**config.mk**
```make
export PLATFORM = sky130hd
export DESIGN_NAME = restoring_div_n
export DESIGN_NICKNAME = d
export VERILOG_FILES = /design/src/rtl/restoring_div_n.sv
export SDC_FILE = /design/constraint.sdc
export NUM_CORES = 1
export LEC_CHECK = 0
export ABC_AREA = 0
export ABC_CLOCK_PERIOD_IN_PS = 6600
export BUFFER_PORTS_ARGS = -buffer_cell sky130_fd_sc_hd__buf_2
export CORE_ASPECT_RATIO = 1.2
export CORE_MARGIN = 10
export CORE_UTILIZATION = 45
export DETAILED_ROUTE_END_ITERATION = 6
export PLACE_DENSITY_LB_ADDON = 0.12
export SYNTH_ARGS = -nofsm -noshare
export SYNTH_HDL_FRONTEND = slang
export SYNTH_SLANG_ARGS = --single-unit
```
**constraint.sdc**
```tcl
create_clock -name clk -period 6.6 [get_ports clk]
set_input_delay 0 -clock clk [delete_from_list [all_inputs] [get_ports clk]]
set_output_delay 0 -clock clk [all_outputs]
set_load 0.01 [all_outputs]
```
**src/rtl/restoring_div_n.sv**
```systemverilog
// restoring_div_n: WIDTH-bit restoring divider, one quotient bit per clock, start/ready/valid handshake.
// Define RESTORING_DIV_SIGNED_EN for two's-complement operands (adds the FIX sign-correction state).
module restoring_div_n #(
    parameter int WIDTH = 8
) (
    input  logic             clk,
    input  logic             rst,
    input  logic             start,
    input  logic [WIDTH-1:0] dividend,
    input  logic [WIDTH-1:0] divisor,
    output logic             ready,
    output logic             valid,
    output logic [WIDTH-1:0] quot,
    output logic [WIDTH-1:0] rem,
    output logic             dbz
);
    localparam int CW = $clog2(WIDTH) + 1;
`ifdef RESTORING_DIV_SIGNED_EN
    typedef enum logic [1:0] {IDLE, CALC, FIX, DONE} state_t;
    logic neg_q_q, neg_q_d, neg_r_q, neg_r_d;
    logic [WIDTH-1:0] a_mag, b_mag;
    assign a_mag = dividend[WIDTH-1] ? -dividend : dividend;
    assign b_mag = divisor[WIDTH-1] ? -divisor : divisor;
`else
    typedef enum logic [1:0] {IDLE, CALC, DONE} state_t;
    logic [WIDTH-1:0] a_mag, b_mag;
    assign a_mag = dividend;
    assign b_mag = divisor;
`endif
    state_t           state_q, state_d;
    logic [WIDTH:0]   r_q, r_d, sh, trial;
    logic [WIDTH-1:0] q_q, q_d, d_q, d_d, quot_q, quot_d, rem_q, rem_d;
    logic [CW-1:0]    cnt_q, cnt_d;
    logic             dz_q, dz_d, dbz_q, dbz_d;

    // partial remainder never exceeds the divisor, so dropping R's MSB on the shift loses nothing
    assign sh    = {r_q[WIDTH-1:0], q_q[WIDTH-1]};
    assign trial = sh - {1'b0, d_q};

    always_comb begin
        state_d = state_q;
        r_d     = r_q;
        q_d     = q_q;
        d_d     = d_q;
        cnt_d   = cnt_q;
        dz_d    = dz_q;
        quot_d  = quot_q;
        rem_d   = rem_q;
        dbz_d   = dbz_q;
`ifdef RESTORING_DIV_SIGNED_EN
        neg_q_d = neg_q_q;
        neg_r_d = neg_r_q;
`endif
        case (state_q)
            IDLE: if (start) begin
                if (divisor == '0) begin
                    q_d     = '1;
                    r_d     = {1'b0, dividend};
                    dz_d    = 1'b1;
                    state_d = DONE;
                end else begin
                    q_d     = a_mag;
                    d_d     = b_mag;
                    r_d     = '0;
                    cnt_d   = CW'(WIDTH);
                    dz_d    = 1'b0;
                    state_d = CALC;
`ifdef RESTORING_DIV_SIGNED_EN
                    neg_q_d = dividend[WIDTH-1] ^ divisor[WIDTH-1];
                    neg_r_d = dividend[WIDTH-1];
`endif
                end
            end
            CALC: begin
                r_d   = trial[WIDTH] ? sh : trial;
                q_d   = {q_q[WIDTH-2:0], ~trial[WIDTH]};
                cnt_d = cnt_q - CW'(1);
`ifdef RESTORING_DIV_SIGNED_EN
                if (cnt_q == CW'(1)) state_d = FIX;
`else
                if (cnt_q == CW'(1)) state_d = DONE;
`endif
            end
`ifdef RESTORING_DIV_SIGNED_EN
            FIX: begin
                q_d     = neg_q_q ? -q_q : q_q;
                r_d     = {1'b0, neg_r_q ? -r_q[WIDTH-1:0] : r_q[WIDTH-1:0]};
                state_d = DONE;
            end
`endif
            DONE: begin
                quot_d  = q_q;
                rem_d   = r_q[WIDTH-1:0];
                dbz_d   = dz_q;
                state_d = IDLE;
            end
            default: state_d = IDLE;
        endcase
    end

    always_ff @(posedge clk) begin
        if (!rst) begin
            state_q <= IDLE;
            r_q     <= '0;
            q_q     <= '0;
            d_q     <= '0;
            cnt_q   <= '0;
            dz_q    <= 1'b0;
            quot_q  <= '0;
            rem_q   <= '0;
            dbz_q   <= 1'b0;
`ifdef RESTORING_DIV_SIGNED_EN
            neg_q_q <= 1'b0;
            neg_r_q <= 1'b0;
`endif
        end else begin
            state_q <= state_d;
            r_q     <= r_d;
            q_q     <= q_d;
            d_q     <= d_d;
            cnt_q   <= cnt_d;
            dz_q    <= dz_d;
            quot_q  <= quot_d;
            rem_q   <= rem_d;
            dbz_q   <= dbz_d;
`ifdef RESTORING_DIV_SIGNED_EN
            neg_q_q <= neg_q_d;
            neg_r_q <= neg_r_d;
`endif
        end
    end

    // the new result is visible during the valid cycle itself, then held in the output registers
    assign ready = state_q == IDLE;
    assign valid = state_q == DONE;
    assign quot  = valid ? q_q : quot_q;
    assign rem   = valid ? r_q[WIDTH-1:0] : rem_q;
    assign dbz   = valid ? dz_q : dbz_q;
endmodule
```
## Word level (Yosys, flattened, before mapping)

Index checks and enable logic that the tools add are counted.

- $add $sub $neg: 2
- $mul: 0
- Div/mod/pow operators: 0
- $lt $le $gt $ge: 0
- Equal/unequal tests: 6
- Shift operators: 0
- Mux-type cells: 18
- Bitwise operators: 2
- Reductions and logical operators: 8

Operator list:

| kind | count |
|---|---|
| 8-bit 2-to-1 mux | 7 |
| 8-bit case mux with 2 select lines | 2 |
| 9-bit by 8-bit subtractor with 9-bit output | 1 |
| 8-bit logical NOT | 1 |
| 4-bit 2-to-1 mux | 2 |
| 4-bit case mux with 2 select lines | 1 |
| 2-bit 2-to-1 mux | 3 |
| 2-bit != test, second input constant | 3 |
| 2-bit AND reduction | 3 |
| 3-bit AND reduction | 2 |
| 4-bit by 1-bit equality test with 1-bit output, second input constant | 1 |
| 2-bit case mux with 2 select lines | 1 |
| 4-bit by 1-bit subtractor with 4-bit output, second input constant | 1 |
| 2-bit by 1-bit equality test with 1-bit output, second input constant | 1 |
| 2-bit equality test, second input constant | 1 |
| 2-bit logical NOT | 1 |
| 1-bit 2-to-1 mux | 2 |
| 1-bit inverter | 2 |
| 2-bit nonzero test | 1 |

- Register bits after elaboration: 48
- Bits in latches: 0
- Memory bits (writable): 0
- Memory bits (read-only): 0
- Input port bits: 19
- Memories kept: 0

## Depth between registers and ports, before layout

Gate-level depths: netlist of the first run.

- Depth in word-level cells: 4
- Depth in mapped cells: 10
- Depth with buffers taken out: 9

## Least setup slack after synthesis of the first run

No wires, ideal clock.

- Kind: reg-to-reg
- From: register q_q[7]
- To: register r_q[0]
- Data arrival time: 2.019 ns
- Slack: 4.502 ns
- Stages on the path, launching flop included: 10
- Period minus slack after synthesis: 2.098 ns
- Cells stage by stage: dfxtp_1 > inv_1 > ha_1 > inv_1 > fa_1 > a211oi_2 > o211a_1 > o211ai_2 > or4_1 > o211ai_1

- Word-level cells in the longest chain between the ends: 3

Ends and longest elaborated chain:

| what | line | source |
|---|---|---|
| start: declaration | 32 | `logic [WIDTH-1:0] q_q, q_d, d_q, d_d, quot_q, quot_d, rem_q, rem_d;` |
| start signal: assignment | 119 | `q_q <= q_d;` |
| 9-bit by 8-bit subtractor with 9-bit output | 38 | `assign trial = sh - {1'b0, d_q};` |
| 8-bit 2-to-1 mux (*) | 75 | `r_d = trial[WIDTH] ? sh : trial;` |
| 8-bit case mux with 2 select lines (*) | 54 | `case (state_q)` |
| end signal: assignment | 118 | `r_q <= r_d;` |
| end: declaration | 31 | `logic [WIDTH:0] r_q, r_d, sh, trial;` |

Mark *: on every way between the ends. The rest lies on a longest branch, timed or not.
A chain may end at the register's enable or synchronous reset.

## Final worst setup path of the first run

Same ends and word-level chain as after synthesis.

==> results of run 1 <==
[kinds of logic (layout without fill, tap and decap cells)]
logic type | Yosys count | count (layout) | synth area share
AO/OA/AOI/OAI | 72 | 72 | 0.2038
XOR/XNOR | 7 | 7 | 0.02435
adder cells (fa/ha/maj) | 11 | 11 | 0.05765
buffers and inverters | 31 | 70 | 0.05119
flip-flops | 48 | 48 | 0.3817
multiplexers | 17 | 17 | 0.07555
AND/OR/NAND/NOR | 97 | 97 | 0.2058
[how the worst min path moves through the flow]
stage | depth (start not counted) | to | slack (ns) | from
detailed placement | 3 | d_q[2]$_SDFFE_PN0P_ | 0.27 | divisor[2]
floorplan | 2 | d_q[2]$_SDFFE_PN0P_ | 0.14 | divisor[2]
global route | 3 | r_q[0]$_SDFFE_PN0P_ | 0.05 | dividend[0]
global placement | 3 | d_q[5]$_SDFFE_PN0P_ | 0.27 | divisor[5]
CTS | 3 | r_q[1]$_SDFFE_PN0P_ | 0.03 | dividend[1]
finish | 3 | r_q[1]$_SDFFE_PN0P_ | 0.04 | dividend[1]
[layout make-up]
cell class | instances | area (um2) | area share
sequential | 48 | 960.9 | 0.3313
tap | 62 | 77.57 | 0.02675
clock inverter | 2 | 15.01 | 0.005177
multi-input combinational | 204 | 1428 | 0.4922
inverter | 15 | 56.30 | 0.01941
timing repair buffer | 47 | 280.3 | 0.09664
clock buffer | 6 | 82.58 | 0.02847
[cells in the mapped netlist (2+ instances only)]
master,number
sky130_fd_sc_hd__clkbuf_1,10
sky130_fd_sc_hd__nand3_1,2
sky130_fd_sc_hd__nor2b_1,3
sky130_fd_sc_hd__a211oi_1,3
sky130_fd_sc_hd__o21ai_0,6
sky130_fd_sc_hd__o211a_1,2
sky130_fd_sc_hd__o211ai_1,4
sky130_fd_sc_hd__inv_1,15
sky130_fd_sc_hd__nand2_1,31
sky130_fd_sc_hd__xnor2_1,4
sky130_fd_sc_hd__mux2_2,16
sky130_fd_sc_hd__nand4_1,7
sky130_fd_sc_hd__xor2_1,3
sky130_fd_sc_hd__dfxtp_1,48
sky130_fd_sc_hd__nor3_1,4
sky130_fd_sc_hd__o32a_1,2
sky130_fd_sc_hd__nor4_1,2
sky130_fd_sc_hd__a22oi_1,8
sky130_fd_sc_hd__ha_1,10
sky130_fd_sc_hd__o221ai_1,10
sky130_fd_sc_hd__and2_1,19
sky130_fd_sc_hd__a221oi_1,2
sky130_fd_sc_hd__o21ai_1,2
sky130_fd_sc_hd__a21oi_1,23
sky130_fd_sc_hd__or4_4,2
sky130_fd_sc_hd__buf_4,2
sky130_fd_sc_hd__buf_2,4
sky130_fd_sc_hd__nor2_1,14
sky130_fd_sc_hd__nand2b_1,5
[routing by layer]
layer | part of all wire | wire length (um)
met2 | 0.49 | 3066
met4 | 0.028 | 172
met5 | 0 | 0
met1 | 0.43 | 2712
met3 | 0.046 | 284
[worst min-delay path, stage by stage]
cell	delay, ns
sky130_fd_sc_hd__buf_2	0.09
sky130_fd_sc_hd__a22oi_1	0.07
sky130_fd_sc_hd__o221ai_1	0.16
[registers in the layout (all words and copies together), names as in the netlist]
register  flops
d_q           8
q_q           8
quot_q        8
r_q           8
rem_q         8
cnt_q         4
state_q       2
dbz_q         1
dz_q          1
[power by group through the flow]
stage	logic, W	registers, W	clock network, W
3_5_place_dp	0.000152	0.000327	0
2_1_floorplan	0.000122	0.000321	0
5_1_grt	0.000174	0.000323	0.000205
6_report	0.000155	0.000320	0.000191
3_3_place_gp	0.000151	0.000327	0
4_1_cts	0.000156	0.000320	0.000194
[what timing repair did]
action,in CTS,in global routing
setup endpoints to repair,0,0
hold endpoints to repair,8,0
hold buffers,8,0
gates resized for setup,0,0
[through the flow]
stage	area (um2)	total power, W	instances
floorplan	2517	0.0004429	283
global placement	2723	0.0004783	368
detailed placement	2723	0.0004790	368
CTS	2900	0.0006701	384
global route	2900	0.0007018	384
finish	2900	0.0006668	384
==> impl_summary.md, run 1 <==
STA
The worst-case clock skew is 0.006493 ns. Across all hold checks on the routed design, the worst slack comes to 0.03958 ns. The total of endpoints with negative setup slack in the final report is 0. For the pin with the worst max-slew slack, the measured transition is 0.9699 ns. The sum of negative setup slack is 0 ns. The final max-slew violation count came to 0. The minimum setup slack in the final design is 4.132 ns. In this run the tightest slew margin relative to its limit is 0.3520. The final critical-path required period is 2.468 ns. The final worst-path cycle share is 0.3739.

Setup repair after global routing left no endpoint under its margin. The hold violation total from the final report is 0. For this run, the top clock speed supported by timing is 0.4052 GHz.

Setup path
The largest single stage delay on the critical path is 0.48 ns. The worst endpoint data arrival time is 2.70 ns. The critical register-to-register path startpoint is q_q[7]$_SDFFE_PN0P_.

The critical path required time is 6.83 ns. The critical path endpoint is r_q[0]$_SDFFE_PN0P_. Of all nets on the critical path, the largest fanout is 16. The launch point of the critical path is q_q[7]$_SDFFE_PN0P_. The most numerous cell type found on the critical path is sky130_fd_sc_hd__inv_1. Traced cell by cell, the critical path runs through inv_1, ha_1, inv_1, fa_1, a211oi_2, o211a_1, o211ai_2, or4_1, o211ai_1.

The worst setup path is captured at a flop. The worst setup path is of the flop to flop kind. Counting both buffers and inverters, the worst setup path holds a total of 2.

For flop-to-flop paths, the worst setup slack is 4.13 ns. The cell family contributing the most delay on the critical path is compound AO/OA/AOI/OAI gates. The count of cells along the worst register-to-register path is 9. The startpoint kind of the worst setup timing path is a flop. Counting buffers and inverters, the worst setup path is 9 cells deep. The slowest stage of the critical path belongs to the cell sky130_fd_sc_hd__or4_1.

The end of the worst register-to-register path is r_q[0]$_SDFFE_PN0P_.

Global routing
Entering global routing, the biggest net connects 32 pins. The number of global-route vias before repair is 2087. After global routing, the most crowded layer is met2.

The first global-routing pass estimated 10050 um of wire. The total global-route track usage is 0.1404. For this run, global-route usage on met2 was measured as 0.2328. The total overflow reported by the global router is 0. The met3 track demand over resource is 0.02707. The global-route track usage on met1 is 0.1703. The initial antenna violation count came to 0.

Pwr
Of the total power, the clock network draws 0.286. Of the total power, registers draw 0.481. The part of the power in combinational logic is 0.233. The internal portion of the total power is 0.0004542 W. In this run the power spent charging and discharging nets is 0.0002126 W. The standby leakage power is 1.232 nW. The power density of the placed cells is 229.9 nW/um2. Of the total power, the share spent switching nets is 0.3189. IR analysis of the VDD net gives a maximum drop of 142.8 uV.

Run status
The flow ran to the end, and the final reports show no timing, DRC or antenna violations.

Clocking
The number of clock buffers added by TritonCTS is 5. No sink is reached through more buffers than the 2 on the longest clock path. The number of H-tree branching levels is 2. The clock insertion delay at the later pin of the skew report is 0.31 ns. Once the clock tree was built, the setup fixing pass inserted 0 buffers. TritonCTS built the clock tree. After clock tree synthesis, the clock-pin slew on the worst setup and hold paths is 0.09 ns. The cell sitting at the root of the clock tree is a sky130_fd_sc_hd__clkbuf_8. For this design, the sink count on the clock tree is 48.

Final layout
The number of antenna cells inserted is 0. The top cell types in the final layout, fill and taps aside, are sky130_fd_sc_hd__dfxtp_1, sky130_fd_sc_hd__buf_2, sky130_fd_sc_hd__nand2_1. The library cell used most frequently in the layout, excluding fill and tap cells, is sky130_fd_sc_hd__dfxtp_1.

At the end of the flow the core is filled with cells to 0.5401. The total number of nets in the final design is 351. Relative to the synthesized area, the layout overhead comes to 15.21%. In the final layout, the share of cells above drive strength 1 is 0.2174. The layout has 514 filler cells.

Logic synthesis
Yosys attributes the largest share of cell area to sky130_fd_sc_hd__dfxtp_1, sky130_fd_sc_hd__mux2_2, sky130_fd_sc_hd__ha_1, sky130_fd_sc_hd__and2_1, sky130_fd_sc_hd__nand2_1. In this run, synthesis produced a sequential element count of 48. The sequential share of the synthesized area is 0.3817. The area of the mapped netlist is 2517 um2. The post-synth net total is 313. The library cell occupying the most area in the post-synthesis netlist is sky130_fd_sc_hd__dfxtp_1. For this run, the leading register cell type out of synthesis is sky130_fd_sc_hd__dfxtp_1. The mean instance size in the synthesized netlist is 8.895 um2. For this run, asynchronously set or reset flops after synthesis account for 0.

The number of synthesized flops with an enable pin is 0. The share of synthesized area in the top cell type comes to 0.3817. After synthesis, the netlist uses 49 different library cells. The number of cells produced by synthesis is 283. The Yosys step of the flow raised 0 warnings.

Drt
In the final routed layout, each cell accounts on average for 16.24 um. In this run, the number of DRC markers left after iteration 0 of detailed routing was 134. For this run, design rule violations remaining after detail routing come to 0. Summing over every cut layer, the via total after detailed routing is 2198. In this run the remaining antenna-violating nets after routing total 0. After detailed routing, the total wire length is 6235 um. The count of TritonRoute iterations in the first routing pass is 4. After detailed routing, the number of vias per cell comes to 5.724.

Min path
The worst min-delay path category is input port to flop.

Floorplanning
The total core area is 5370 um2. For this configuration, the core starts out at a cell density of 0.4688. The count of pins on the block boundary is 38. The floorplan step set the die height to 101.9 um. The width of the die is 88.28 um.

The total number of placement rows is 29. The die covers 8998 um2.

Place
Timing analysis after detailed placement gives a worst setup slack of 4.172 ns. In this run the tool buffered the top-level ports with 37 buffer cells. The global placer's final weighted congestion is 0.8554. The detailed placement HPWL is 4639 um.

Flow run
The max-cap violation count is 0.
No activity file was read; power rests on OpenSTA's default activity.
==> inputs of run 2 (changes only) <==
- ABC_CLOCK_PERIOD_IN_PS: 6600 -> 2300
- clock period: 6.6 -> 2.3 ns (I/O delays scaled with it)
==> impl_summary.md, run 2 (synthesis gave the netlist of run 1 again) <==
Floorplanning
For this configuration, the core starts out at a cell density of 0.4688. The total core area is 5370 um2. The total number of placement rows is 29. The count of pins on the block boundary is 38.

Measured along the y axis, the die boundary spans 101.9 um. The width of the die is 88.28 um. The floorplan step defined a die boundary enclosing 8998 um2.

Setup path
The element type at the critical path end is a flop. Counting stages on the worst path, the most repeated cell is sky130_fd_sc_hd__inv_1. At the worst endpoint, the arrival time is 2.40 ns. At the worst endpoint, the required time is 2.54 ns. Of all nets on the critical path, the largest fanout is 8. Among all stages on the critical path, the largest delay is contributed by sky130_fd_sc_hd__or4_1. The kind of critical path is flop to flop. Walking the worst path, the cells encountered are inv_1, ha_1, inv_1, fa_2, a211oi_4, o211a_1, o211ai_4, or4_1, o211ai_1. The startpoint kind of the worst setup timing path is a flop.

The largest incremental delay on the critical path is 0.42 ns.

Place
Input and output buffers added on the ports amount to 37. The wire-length estimate of the detail-placed layout is 4830 um. Prior to clock tree synthesis, the placed netlist has a worst setup slack of 0.03637 ns. The congestion estimate from routability-driven global placement came to 0.8109. Including well taps, the total number of placed cells is 381.

Drt
The total via count in the routed design is 2226. The initial DRC count is 121. Dividing the detail-routed wire length by the instance count gives 16.14 um. The first TritonRoute pass finished after 4 iterations. The remaining number of nets flagged by the antenna check after routing is 0. The DRC violation count after routing is 0. For this block, the routed nets add up to 6406 um of wire. The routed via count divided by cell count is 5.607.

Clocking
The number of H-tree branching levels is 2. The clock net in this run drives a total of 48 sinks. The clock insertion delay at the later pin of the skew report is 0.31 ns. In this run the clock root is driven by a sky130_fd_sc_hd__clkbuf_8. TritonCTS built the clock tree. The maximum clock path buffer count is 2. The post-CTS setup repair buffer count is 0. Clock tree synthesis inserted a total of 5 buffers.

Clock-pin slew was measured on the worst setup and hold paths at 0.10 ns.

Final layout
The layout-stage area growth over the synthesis result is 20.92%. The number of antenna cells inserted is 0. The total number of nets in the final design is 364. The number of non-filler instances in the completed layout is 397. Leaving out fill and tap cells, the most frequent cells in the layout are sky130_fd_sc_hd__dfxtp_1, sky130_fd_sc_hd__buf_2, sky130_fd_sc_hd__nand2_1. The layout cell share with drive strength beyond 1 is 0.2537. The library cell used most frequently in the layout, excluding fill and tap cells, is sky130_fd_sc_hd__dfxtp_1.

Min path
The worst min-delay path category is input port to flop.

Global routing
The maximum number of pins on one net before global-route repair is 31. Global routing finished with a remaining overflow of 0. The initial antenna violation count was 0. The wire length of the first global-routing pass is 10730 um. The number of global-route vias before repair was 2210. In the global route stage, overall resource usage came out at 0.1493.

STA
Counting I/O delays and the setup requirement, the final critical path takes 2.160 ns. The final worst-path cycle share is 0.9391. After layout, the worst setup slack is 0.1402 ns. Timing would allow up to 0.4630 GHz.

The slew at the pin closest to its max-slew limit is 0.9054 ns. The final max-slew violation count is 0. The hold violation total from the final report is 0.

For the final database, setup skew stands at 0.01526 ns. The total of endpoints with negative setup slack in the final report is 0. The max-slew headroom at the worst pin is 0.3923.

Setup repair after global routing left no endpoint under its margin. Adding up every negative setup slack in the final design gives 0 ns.

Run status
The flow ran to the end, and the final reports show no timing, DRC or antenna violations.

Pwr
The standby leakage power is 1.317 nW. For this design the ratio of total power to cell area is 688.1 nW/um2. The worst supply voltage drop on vdd is 413.9 uV.

Flow run
The max-cap violation count is 0.
-- run 2: cell count changes in the layout (fill, tap and decap cells not counted), sizes merged --
| cell | before | now |
|---|---|---|
| buf | 39 | 52 |
| clkinv | 0 | 2 |
| clkinvlp | 2 | 0 |
| bufinv | 0 | 1 |
| clkbuf | 6 | 5 |
-- run 2: repair_timing --
item / in CTS / in global routing
hold endpoints to repair: 8 / 0
setup endpoints to repair: 0 / 7
resized for setup: 0 / 5
hold buffers: 8 / 0
-- run 2: area by class of cell --
cell class	instances	area (um2)
multi-input combinational	204	1451
tap	62	77.57
timing repair buffer	60	381.6
clock inverter	3	47.55
sequential	48	960.9
clock buffer	5	68.82
fill	507	2326
inverter	15	56.30
-- run 2: final timing paths --
| path | start | end | slack, ns | depth (start not counted) |
|---|---|---|---|---|
| max | q_q[7]$_SDFFE_PN0P_ | r_q[0]$_SDFFE_PN0P_ | 0.14 | 9 |
| min | dividend[0] | r_q[0]$_SDFFE_PN0P_ | 0.02 | 3 |
| max reg2reg | q_q[7]$_SDFFE_PN0P_ | r_q[0]$_SDFFE_PN0P_ | 0.14 | 9 |
| min reg2reg | d_q[3]$_SDFFE_PN0P_ | d_q[3]$_SDFFE_PN0P_ | 0.46 | 2 |
-- run 2: per-layer routing --
layer / share of wire / global-route usage
met5: 0 / 0
met4: 0.0094 / 0.04857
met3: 0.038 / 0.03264
met2: 0.53 / 0.2658
met1: 0.43 / 0.1720
-- run 2: critical path, delay by kind of cell, from the launching register on --
family,cells,cell delay [ns]
AO/OA/AOI/OAI,4,0.72
adder cells (fa/ha/maj),2,0.52
AND/OR/NAND/NOR,1,0.42
flip-flops,1,0.32
buffers and inverters,2,0.13
-- run 2: metrics by stage --
| step | util | total power [W] | cell area (um2) | hold WS [ns] |
|---|---|---|---|---|
| after CTS | 0.5617 | 0.002080 | 3017 | 0.006140 |
| after global placement | 0.5252 | 0.001428 | 2820 | 0.2666 |
| after global routing | 0.5669 | 0.002205 | 3044 | 0.01866 |
| after detailed placement | 0.5252 | 0.001435 | 2820 | 0.2702 |
| final | 0.5669 | 0.002095 | 3044 | 0.01783 |
| after floorplan | - | 0.001271 | 2517 | 0.1360 |
-- run 2: report_power, final --
group | internal [W] | switching (W) | total, W
clock network | 0.000328 | 0.000309 | 0.000637
logic | 0.000247 | 0.000293 | 0.000540
registers | 0.000877 | 0.0000411 | 0.000918
==> inputs of run 3 (changes only) <==
- CELL_PAD_IN_SITES_DETAIL_PLACEMENT: not set -> 1
- CELL_PAD_IN_SITES_GLOBAL_PLACEMENT: not set -> 1
- CORE_UTILIZATION: 45 -> 43
==> impl_summary.md, run 3 (synthesis gave the netlist of run 1 again) <==
Clocking
Buffers inserted during clock tree synthesis total 5. The clock root buffer master is sky130_fd_sc_hd__clkbuf_8. The later pin in the worst-skew pair is clocked with a latency of 0.30 ns. TritonCTS built the clock tree.

The clock slew seen by the registers of the worst setup and hold paths is 0.10 ns. The maximum clock path buffer count is 2. The count of clock tree sinks is 48. The number of H-tree branching levels is 2.

Floorplanning
Pin placement for this block handled 38 I/O pins. The die outline height is 103.8 um. Measured along the x axis, the die boundary spans 89.85 um. The initial utilization of the core area, before any placement, comes to 0.4442. The core region is 5668 um2. The area of the die is 9327 um2. The total number of placement rows is 30.

Pwr
VDD sags by at most 574.5 uV. Summed over all cells, the static leakage comes to 1.343 nW. The power density of the placed cells is 712.3 nW/um2.

Drt
The initial DRC count is 121. Summed over all layers, the routed wires come to 7784 um. The count of TritonRoute iterations in the first routing pass is 4. In the final routed layout, each cell accounts on average for 18.49 um. The total via count in the routed design is 2339.

The remaining number of nets flagged by the antenna check after routing is 0. The routed via count divided by cell count is 5.556. The DRC violation count after routing is 0.

Final layout
For this run, the share of the core covered by cells in the final layout is 0.5532. The most common cell after layout, fill and taps aside is sky130_fd_sc_hd__dfxtp_1. In the layout the commonest cells are sky130_fd_sc_hd__dfxtp_1, sky130_fd_sc_hd__buf_2, sky130_fd_sc_hd__nand2_1. The layout has 671 filler cells. Of the cells placed in the final design, the portion with a size suffix greater than 1 is 0.2845. The layout-stage area growth over the synthesis result is 24.55%.

The number of antenna cells inserted is 0. The total number of nets in the final design is 370.

Setup path
The startpoint kind of the worst setup timing path is a flop. The kind of critical path is flop to flop. The critical register-to-register path startpoint is q_q[7]$_SDFFE_PN0P_. The worst register-to-register path has a depth of 12. Of all nets on the critical path, the largest fanout is 5.

For the worst setup path, the data arrival time is 2.46 ns. The worst setup path is captured at a flop. For flop-to-flop paths, the worst setup slack is 0.05 ns. For the worst setup path, the data required time is 2.50 ns. In this run the critical register-to-register path is captured at q_q[0]$_SDFFE_PN0P_.

Place
The count of port buffers added during placement is 37. The detailed placement HPWL is 5568 um. The global placer's final weighted congestion is 0.8143.

Min path
The tightest min-delay check is of the input port to flop type. The beginning of the worst hold path is divisor[1]. The depth of the worst hold-timing path is 3. The sink of the worst hold path is d_q[1]$_SDFFE_PN0P_.

Global routing
The number of global-route vias before repair is 2499. The initial antenna violation count is 0. The wire length of the first global-routing pass is 12430 um. Across every metal layer, demand over resource in global routing totals 0.1597. Global routing finished with a remaining overflow of 0. Entering global routing, the biggest net connects 31 pins.

STA
The final max-slew violation count was 0. The worst pin sits at a relative slew slack of 0.6241. The slew at the pin closest to its max-slew limit is 0.5613 ns. Derived from the worst setup path, the maximum achievable clock frequency is 0.4439 GHz. The final worst-path cycle share is 0.9795. The worst-case clock skew is 0.006988 ns.

The hold violation total from the final report is 0. Setup repair after global routing could not meet its margin everywhere. After routing, the total negative slack on setup checks comes to 0 ns.

On the final layout, the worst hold slack is 0.03939 ns. The clock period could shrink to 2.253 ns. The total of endpoints with negative setup slack in the final report is 0.

Run status
The run finished with clean final reports.

Flow run
Across the run, the number of max-cap violations was 0.
## run 3: cell count changes in the layout (fill, tap and decap cells not counted), moves of 2 or more
| cell | before | now |
|---|---|---|
| sky130_fd_sc_hd__dfxtp_1 | 48 | 46 |
| sky130_fd_sc_hd__inv_1 | 15 | 13 |
| sky130_fd_sc_hd__dfxtp_2 | 0 | 2 |
| sky130_fd_sc_hd__ha_1 | 10 | 8 |
| sky130_fd_sc_hd__inv_2 | 0 | 2 |
| sky130_fd_sc_hd__buf_4 | 14 | 19 |
## run 3: final cells by class
cell class	count	area, um2	share of cell area
clock buffer	6	82.58	0.02634
multi-input combinational	205	1474	0.4701
sequential	48	963.4	0.3073
inverter	15	56.30	0.01796
clock inverter	2	38.79	0.01237
timing repair buffer	65	420.4	0.1341
tap	80	100.1	0.03192
## run 3: repair_timing
action                                  4_1_cts  5_1_grt
gates resized for setup                       1       13
endpoints found under the setup margin        5        8
pin swaps                                     4       10
endpoints found under the hold margin         6        1
buffers inserted                              2        4
hold buffers                                  6        1
cloned                                        1        0
## run 3: worst max-delay path by stage
stage	endpoint	cells after the start	start
final	q_q[0]$_SDFFE_PN0P_	12	q_q[7]$_SDFFE_PN0P_
after global routing	q_q[0]$_SDFFE_PN0P_	12	q_q[7]$_SDFFE_PN0P_
after CTS	q_q[0]$_SDFFE_PN0P_	11	q_q[7]$_SDFFE_PN0P_
after detailed placement	r_q[0]$_SDFFE_PN0P_	9	q_q[7]$_SDFFE_PN0P_
after global placement	r_q[0]$_SDFFE_PN0P_	9	q_q[7]$_SDFFE_PN0P_
after floorplan	r_q[0]$_SDFFE_PN0P_	9	q_q[7]$_SDFFE_PN0P_
## run 3: power breakdown
group          total [W]  internal (W)  switching, W
logic           0.000656      0.000310      0.000346
clock network   0.000654      0.000356      0.000298
registers       0.000923      0.000877     0.0000462
## run 3: critical path: stages, from the launching register on
cell,delay (ns)
sky130_fd_sc_hd__dfxtp_2,0.33
sky130_fd_sc_hd__inv_2,0.07
sky130_fd_sc_hd__ha_4,0.12
sky130_fd_sc_hd__inv_2,0.03
sky130_fd_sc_hd__fa_2,0.39
sky130_fd_sc_hd__a211oi_4,0.24
sky130_fd_sc_hd__buf_4,0.15
sky130_fd_sc_hd__o211ai_1,0.11
sky130_fd_sc_hd__buf_4,0.18
sky130_fd_sc_hd__o211ai_4,0.12
sky130_fd_sc_hd__buf_6,0.15
sky130_fd_sc_hd__o221ai_1,0.09
sky130_fd_sc_hd__o211a_1,0.17
## run 3: through the flow
stage	setup WS, ns	area [um2]	std cells	power, W
after floorplan	0.2025	2517	283	0.001271
after global placement	0.03124	2843	399	0.001442
after detailed placement	-0.05637	2843	399	0.001457
after CTS	0.04266	3049	416	0.002146
after global routing	-0.05486	3136	421	0.002352
final	0.04718	3136	421	0.002234
## run 3: layer usage
layer | global-route usage | wire length [um] | share of wire
met1 | 0.1768 | 3236 | 0.42
met2 | 0.2950 | 4115 | 0.53
met3 | 0.02888 | 212 | 0.027
met4 | 0.05324 | 220 | 0.028
met5 | 0 | 0 | 0
